[config.mk]
export PLATFORM = sky130hd
export DESIGN_NAME = instr_mem_sync
export DESIGN_NICKNAME = d
export VERILOG_FILES = /design/src/rtl/instr_mem_sync.sv
export SDC_FILE = /design/constraint.sdc
export NUM_CORES = 2
export LEC_CHECK = 0
export CORE_MARGIN = 2
export CORE_UTILIZATION = 40
export CTS_CLUSTER_SIZE = 10
export DETAILED_ROUTE_END_ITERATION = 10
export PLACE_DENSITY = 0.61
export SYNTH_ARGS = -nofsm -noshare
export SYNTH_HDL_FRONTEND = slang
export SYNTH_SLANG_ARGS = --single-unit
[constraint.sdc]
create_clock -name clk -period 8.7 [get_ports clk]
set_input_delay 1.74 -clock clk [delete_from_list [all_inputs] [get_ports clk]]
set_output_delay 1.74 -clock clk [all_outputs]
set_load 0.005 [all_outputs]
[src/rtl/instr_mem_sync.sv]
// Loadable synchronous instruction memory for the 16-bit MIPS datapath.
// Reset self-clears every word to NOP, then serves 1-cycle-latency fetches.
module instr_mem_sync #(
    parameter int                DATA_W   = 16,
    parameter int                ADDR_W   = 16,
    parameter int                DEPTH    = 256,
    parameter logic [DATA_W-1:0] NOP_WORD = '0
) (
    input  logic              clk,
    input  logic              rst,
    output logic              Busy,
    input  logic              LoadEn,
    input  logic [ADDR_W-1:0] LoadAddr,
    input  logic [DATA_W-1:0] LoadData,
    output logic              LoadFault,
    input  logic              FetchValid,
    output logic              FetchReady,
    input  logic [ADDR_W-1:0] FetchAddr,
    output logic              InstrValid,
    input  logic              InstrReady,
    output logic [DATA_W-1:0] Instruction,
    output logic              AddrFault
);

    localparam int              IDX_W   = (DEPTH > 1) ? $clog2(DEPTH) : 1;
    localparam logic [ADDR_W:0] DEPTH_X = (ADDR_W + 1)'(DEPTH);
    localparam logic [IDX_W-1:0] LAST   = IDX_W'(DEPTH - 1);

    typedef enum logic {CLEAR, RUN} state_t;

    state_t            state;
    logic [IDX_W-1:0]  ptr;
    logic [DATA_W-1:0] mem [DEPTH];

    logic              run;
    logic              fetch_acc_p0;
    logic              load_ok_p0;
    logic              clr_we_p0;
    logic [IDX_W-1:0]  load_idx_p0;
    logic [IDX_W-1:0]  fetch_idx_p0;
    logic [DATA_W-1:0] fetch_word_p0;

    // Range check on the full address width so high bits never alias low words.
    function automatic logic in_range(input logic [ADDR_W-1:0] a);
        return {1'b0, a} < DEPTH_X;
    endfunction

    assign run          = (state == RUN);
    assign Busy         = !run;
    assign FetchReady   = run && (!InstrValid || InstrReady);
    assign fetch_acc_p0 = FetchValid && FetchReady && !rst;
    assign load_ok_p0   = !rst && run && LoadEn && in_range(LoadAddr);
    assign clr_we_p0    = !rst && !run;
    assign load_idx_p0  = LoadAddr[IDX_W-1:0];
    assign fetch_idx_p0 = FetchAddr[IDX_W-1:0];

    // Write-first: a same-cycle load to the fetched word forwards its data.
    always_comb begin
        fetch_word_p0 = NOP_WORD;
        if (in_range(FetchAddr)) begin
            if (load_ok_p0 && (LoadAddr == FetchAddr))
                fetch_word_p0 = LoadData;
            else
                fetch_word_p0 = mem[fetch_idx_p0];
        end
    end

    always_ff @(posedge clk) begin
        if (clr_we_p0)
            mem[ptr] <= NOP_WORD;
        else if (load_ok_p0)
            mem[load_idx_p0] <= LoadData;
    end

    // p0 -> p1: registered response, clear sequencer and load-fault pulse.
    always_ff @(posedge clk) begin
        if (rst) begin
            state       <= CLEAR;
            ptr         <= '0;
            InstrValid  <= 1'b0;
            Instruction <= NOP_WORD;
            AddrFault   <= 1'b0;
            LoadFault   <= 1'b0;
        end else begin
            LoadFault <= LoadEn && (!run || !in_range(LoadAddr));
            if (!run) begin
                ptr <= ptr + 1'b1;
                if (ptr == LAST)
                    state <= RUN;
            end
            if (fetch_acc_p0) begin
                InstrValid  <= 1'b1;
                Instruction <= fetch_word_p0;
                AddrFault   <= !in_range(FetchAddr);
            end else if (InstrReady) begin
                InstrValid <= 1'b0;
            end
        end
    end

endmodule
# Word-level counts from Yosys, hierarchy flattened
# Memory sizes are Yosys's and may differ from the RTL's.
# Index checks and enable logic that the tools add are counted.
# word_totals
reg_bits	28
ram_bits	4096
output_inout_bits	21
mem_count	1
word_cells	44
# mem_list
memory	depth	word_bits	read_ports	rd_ports_with_merged_regs	write_ports	line_no	rtl
mem	256	16	1	0	1	33	logic [DATA_W-1:0] mem [DEPTH];
# classes
addsub	1
n_mux	14
n_eq_ne	2
reduce_logical	18
n_lt_le_gt_ge	2
# ops
op	n
16-bit two-way mux	3
16-bit by 9-bit less-than comparator with 1-bit output, second input constant	2
16-bit == test	1
16-bit OR reduction	1
1-bit two-way mux	10
1-bit logical AND	9
8-bit by 1-bit adder with 8-bit output, second input constant	1
8-bit == test, second input constant	1
8-bit two-way mux	1
1-bit logical NOT	5
1-bit logical OR	2
2-bit nonzero test	1

# Depth between registers and ports, before layout
# depth
word_depth	9
depth_mapped	15
ltp_nobuf	7

# Worst setup path after synthesis
# Ideal clock, no wire load.
# synth_path
kind	input to register
from	input port LoadAddr[11]
to	memory mem[0][10] (data pin)
n_path_buf	3
t_arrival_ps	6568
path_slack_ps	1261
stages	6
cell_sequence	or4_4 nor4_4 buf_6 clkbuf_2 clkbuf_1 and2_1
# synth_between
elab_chain_len	7
# synth_rtl
element	line_no	rtl
start: declaration	13	input logic [ADDR_W-1:0] LoadAddr,
16-bit by 9-bit less-than comparator with 1-bit output	45	return {1'b0, a} < DEPTH_X;
1-bit logical AND	52	assign load_ok_p0 = !rst && run && LoadEn && in_range(LoadAddr);
1-bit two-way mux	71	else if (load_ok_p0)
1-bit two-way mux	69	if (clr_we_p0)
1-bit two-way mux (implied by the code)	72	mem[load_idx_p0] <= LoadData;
16-bit OR reduction (no line)	n/a	
16-bit two-way mux (no line)	n/a	
end: declaration	33	
# Every way passes these cells.

# Worst setup path in the final report
# layout_path
from	input port LoadAddr[11]
to	memory mem[98][15], enable pin
# layout_between
elab_chain_len	7
# layout_rtl
element	line_no
16-bit by 9-bit less-than comparator with 1-bit output *	45
1-bit logical AND *	52
1-bit two-way mux *	71
1-bit two-way mux *	69
1-bit two-way mux (implied by the code) *	72
16-bit OR reduction (no line)	n/a
8-bit two-way mux (no line) or 1-bit two-way mux (tied branches)	n/a
# Every way passes the cells marked *; elsewhere a longest branch is shown, timed or not.

==> parameters.txt <==
Parameter                              Value

Outcome
  Outcome ... complete, but fails checks
  Failing checks ... capacitance limit, slew limit

Clock tree
  Hold buffer count at CTS ... 0
  H-Tree Level Count ... 5
  Root Driver ... sky130_fd_sc_hd__clkbuf_16
  Total clock buffers created by CTS ... 458
  Total setup buffers inserted after CTS ... 0
  Clk_lat worst skew ... 1.03 ns
  Bufs on Longest Clock Path ... 4
  Number of gates resized after cts ... 0
  Clock Sinks ... 4124
  CTS tree ... built
  Clock-pin slew on the worst setup and hold paths ... 0.06 ns

Timing
  Final slew viol count ... 2
  Sum Neg Setup Slack ... 0 ns
  Top achievable clock speed ... 0.156 GHz
  Worst Max-Slew Pin Slew ... 1.65 ns
  RSZ-0062 raised after global routing ... no
  Worst slew margin ... -10.7%
  Period utilization ... 73.6%
  Hold Slack ... 0.534 ns
  Final period demand of the worst path ... 6.41 ns
  Clk_skew ... 0.0875 ns
  Number of hold-slack violations in the final timing report ... 0
  Setup-violating endpoint count in the final report ... 0

Synthesis
  Share of flip-flops with an asynchronous set or reset ... 0%
  Library cell with the largest summed area after synthesis ... sky130_fd_sc_hd__edfxtp_1
  Syn avg cell area ... 21.7 µm²
  Share of the synthesized area in the top cell type ... 76.8%
  Count of mapped cells out of synthesis ... 7385
  Proportion of synthesized chip area in sequential cells ... 77.1%
  Post-synthesis instance area ... 0.160 mm²
  FF+latch count, synth ... 4124
  Top cells by area in the synthesized netlist ... sky130_fd_sc_hd__edfxtp_1 (77%), sky130_fd_sc_hd__mux4_2 (13%), sky130_fd_sc_hd__mux2i_1 (2.1%)
  Library cells used by synthesis ... 88
  Number of flops mapped to enable cells by yosys ... 4096
  Primary flip-flop cell chosen by synthesis mapping ... sky130_fd_sc_hd__edfxtp_1
  Post-Syn Nets ... 7439
  Warnings from Yosys ... 0

Drt
  Vias per std cell ... 6.06
  Drt wl/cell ... 35.3 µm
  Total number of vias ... 80300
  Wire length reported by the detailed router ... 468000 µm
  Number of antenna-violating nets in the routed design ... 0
  DRC violation total after the first TritonRoute iteration ... 12200
  DRT Pass-1 Iters ... 6
  Number of remaining DRC errors ... 0

Layout
  Syn-to-layout area delta ... 13.1%
  Ratio of cells with drive above 1 in the final layout ... 25.5%
  Number of nets in the final layout ... 7888
  Number of inserted filler cells in the final layout ... 32700

Critical path
  Critical Path Start ... LoadAddr[11]
  Largest driver fanout on the critical path ... 16
  Data required time at the worst endpoint ... 9.31 ns
  Worst Setup Path Type ... primary input to register
  Sort of element at the end of the critical path ... register
  Worst-case register-to-register setup slack ... 3.07 ns
  Start of the worst register-to-register path ... run
  Crit start category ... primary input
  Worst-case reg-to-reg path depth ... 7
  Data arrival time of the worst path ... 7.02 ns

Hold path
  Hold crit path type ... register to register
  Hold wc startpoint ... InstrValid
  Number of cells traversed by the worst hold path ... 2

Floorplan
  Die H ... 637 µm
  Die Span X ... 637 µm
  Core Rows ... 232
  Io pins ... 74
  Floorplan Core Area ... 0.399 mm²
  Full die area ... 0.406 mm²
  Starting Density ... 40.1%

Global route
  Initial antenna violation count ... 28
  Total grt overflow ... 0
  Via count of the first global-routing pass ... 79200
  GR Util All Layers ... 22.7%
  Wire length of the first global-routing pass ... 644000 µm
  Largest net degree at the start of global routing ... 173

Pwr
  Power per Cell Area ... 222 mW/mm²
  Leakage ... 62.0 nW
  Maximum vdd drop ... 174 µV

Place
  Number of buffers added on ports ... 73
  Weighted congestion reported at the end of routability-driven placement ... 0.915
  HPWL after detailed placement ... 289000 µm

Job
  Number of violations of the max-capacitance limit ... 1
==> final cells by class <==
class | instances | area (µm²) | share of cell area, %
sequential | 4124 | 124000 | 68.2
multi-input combinational | 2827 | 34500 | 19.0
clock buffer | 575 | 12000 | 6.62
tap | 5265 | 6590 | 3.63
timing repair buffer | 413 | 3880 | 2.14
clock inverter | 42 | 606 | 0.334
inverter | 10 | 60.1 | 0.0331
antenna | 12 | 30.0 | 0.0166
==> power breakdown <==
part / switching [mW] / internal (mW)
logic: 1.08 / 0.603
clock network: 7.46 / 9.58
registers: 0.00560 / 21.5
==> critical path: stages <==
cell and delay, ns:
sky130_fd_sc_hd__clkdlybuf4s50_1 0.44, sky130_fd_sc_hd__or4_4 0.58, sky130_fd_sc_hd__nor4_4 0.98, sky130_fd_sc_hd__inv_4 0.15
sky130_fd_sc_hd__o31ai_2 0.91, sky130_fd_sc_hd__nand3_4 0.98, sky130_fd_sc_hd__nor2_2 1.16
==> cell families (layout without fill, tap and decap cells) <==
logic type | after synthesis | in the layout | share of synthesized area [%]
other | 0 | 12 | 0
XOR/XNOR | 21 | 21 | 0.115
flip-flops | 4124 | 4124 | 77.1
buffers and inverters | 434 | 1040 | 1.73
multiplexers | 1326 | 1326 | 15.9
AO/OA/AOI/OAI | 609 | 609 | 2.70
AND/OR/NAND/NOR | 870 | 870 | 2.41
adder cells (fa/ha/maj) | 1 | 1 | 0.00781
==> metrics by stage <==
step	setup WS (ns)	std cells	total power, mW	cell area, µm²	util, %
floorplan	1.26	7385	22.9	160000	-
global placement	1.52	12600	23.6	169000	42.2
detailed placement	1.35	12600	23.6	169000	42.2
CTS	2.40	13300	40.4	181000	45.4
global route	2.18	13300	41.2	181000	45.4
finish	2.29	13300	40.3	181000	45.4
==> final timing paths <==
path,endpoint
worst max-delay path,mem[98][15]
worst min register to register,InstrValid
worst min-delay path,InstrValid
worst max register to register,mem[98][15]
==> cells in the final DEF, fill, tap and decap left out, types with 15 or more instances in the layout <==
cell                              instances
sky130_fd_sc_hd__buf_12                  46
sky130_fd_sc_hd__and2_4                  16
sky130_fd_sc_hd__a22oi_1                 46
sky130_fd_sc_hd__clkdlybuf4s50_1         66
sky130_fd_sc_hd__o221ai_1                21
sky130_fd_sc_hd__and2_1                  30
sky130_fd_sc_hd__nand3_1                 43
sky130_fd_sc_hd__a21oi_1                 50
sky130_fd_sc_hd__clkbuf_1               111
sky130_fd_sc_hd__a221oi_1                15
sky130_fd_sc_hd__mux4_2                 941
sky130_fd_sc_hd__nor2_2                 144
sky130_fd_sc_hd__o2bb2ai_1               23
sky130_fd_sc_hd__o211ai_1                20
sky130_fd_sc_hd__buf_4                  294
sky130_fd_sc_hd__nor2_1                 195
sky130_fd_sc_hd__a32oi_1                 29
sky130_fd_sc_hd__dfxtp_1                 28
sky130_fd_sc_hd__o22ai_1                101
sky130_fd_sc_hd__xor2_1                  19
sky130_fd_sc_hd__clkbuf_16              461
sky130_fd_sc_hd__a31oi_1                 32
sky130_fd_sc_hd__edfxtp_1              4096
sky130_fd_sc_hd__nor2b_1                 15
sky130_fd_sc_hd__mux2_2                  28
sky130_fd_sc_hd__nor4_1                  17
sky130_fd_sc_hd__mux4_1                  27
sky130_fd_sc_hd__mux2i_1                330
sky130_fd_sc_hd__o21ai_0                 94
sky130_fd_sc_hd__and3_1                  17
sky130_fd_sc_hd__a211oi_1                37
sky130_fd_sc_hd__nand2_1                285
==> sequential cells by signal, indices dropped and copies added (netlist names) <==
| signal | count |
|---|---|
| AddrFault | 1 |
| InstrValid | 1 |
| Instruction | 16 |
| LoadFault | 1 |
| mem | 4096 |
| ptr | 8 |
| run | 1 |
==> per-layer routing <==
layer / GRT usage [%] / part of all wire (%) / vias up
li1: - / - / 31800
met1: 31.5 / 39 / 43000
met2: 34.8 / 46 / 4650
met3: 4.69 / 10 / 821
met4: 10.0 / 4.9 / 12
met5: 0 / 0.016 / -
==> Yosys cell counts (all sizes together) (9+ instances only) <==
cell,n
mux2i,330
o21ai,108
mux4,968
nor2,339
a2111oi,14
and3,17
or3,14
a22o,9
nand4,14
a211oi,38
o22ai,101
mux2,28
a31oi,32
edfxtp,4096
nor4,21
nor3,15
buf,333
a22oi,46
nand3b,14
o2111ai,13
nand2b,17
inv,9
dfxtp,28
clkbuf,91
o31ai,10
nand3,55
nand2,285
a311oi,13
a21oi,51
and2,47
a32oi,29
a221oi,15
o211ai,20
xor2,19
o2bb2ai,23
nor2b,19
o221ai,21
No activity file was read; power rests on OpenSTA's default activity.
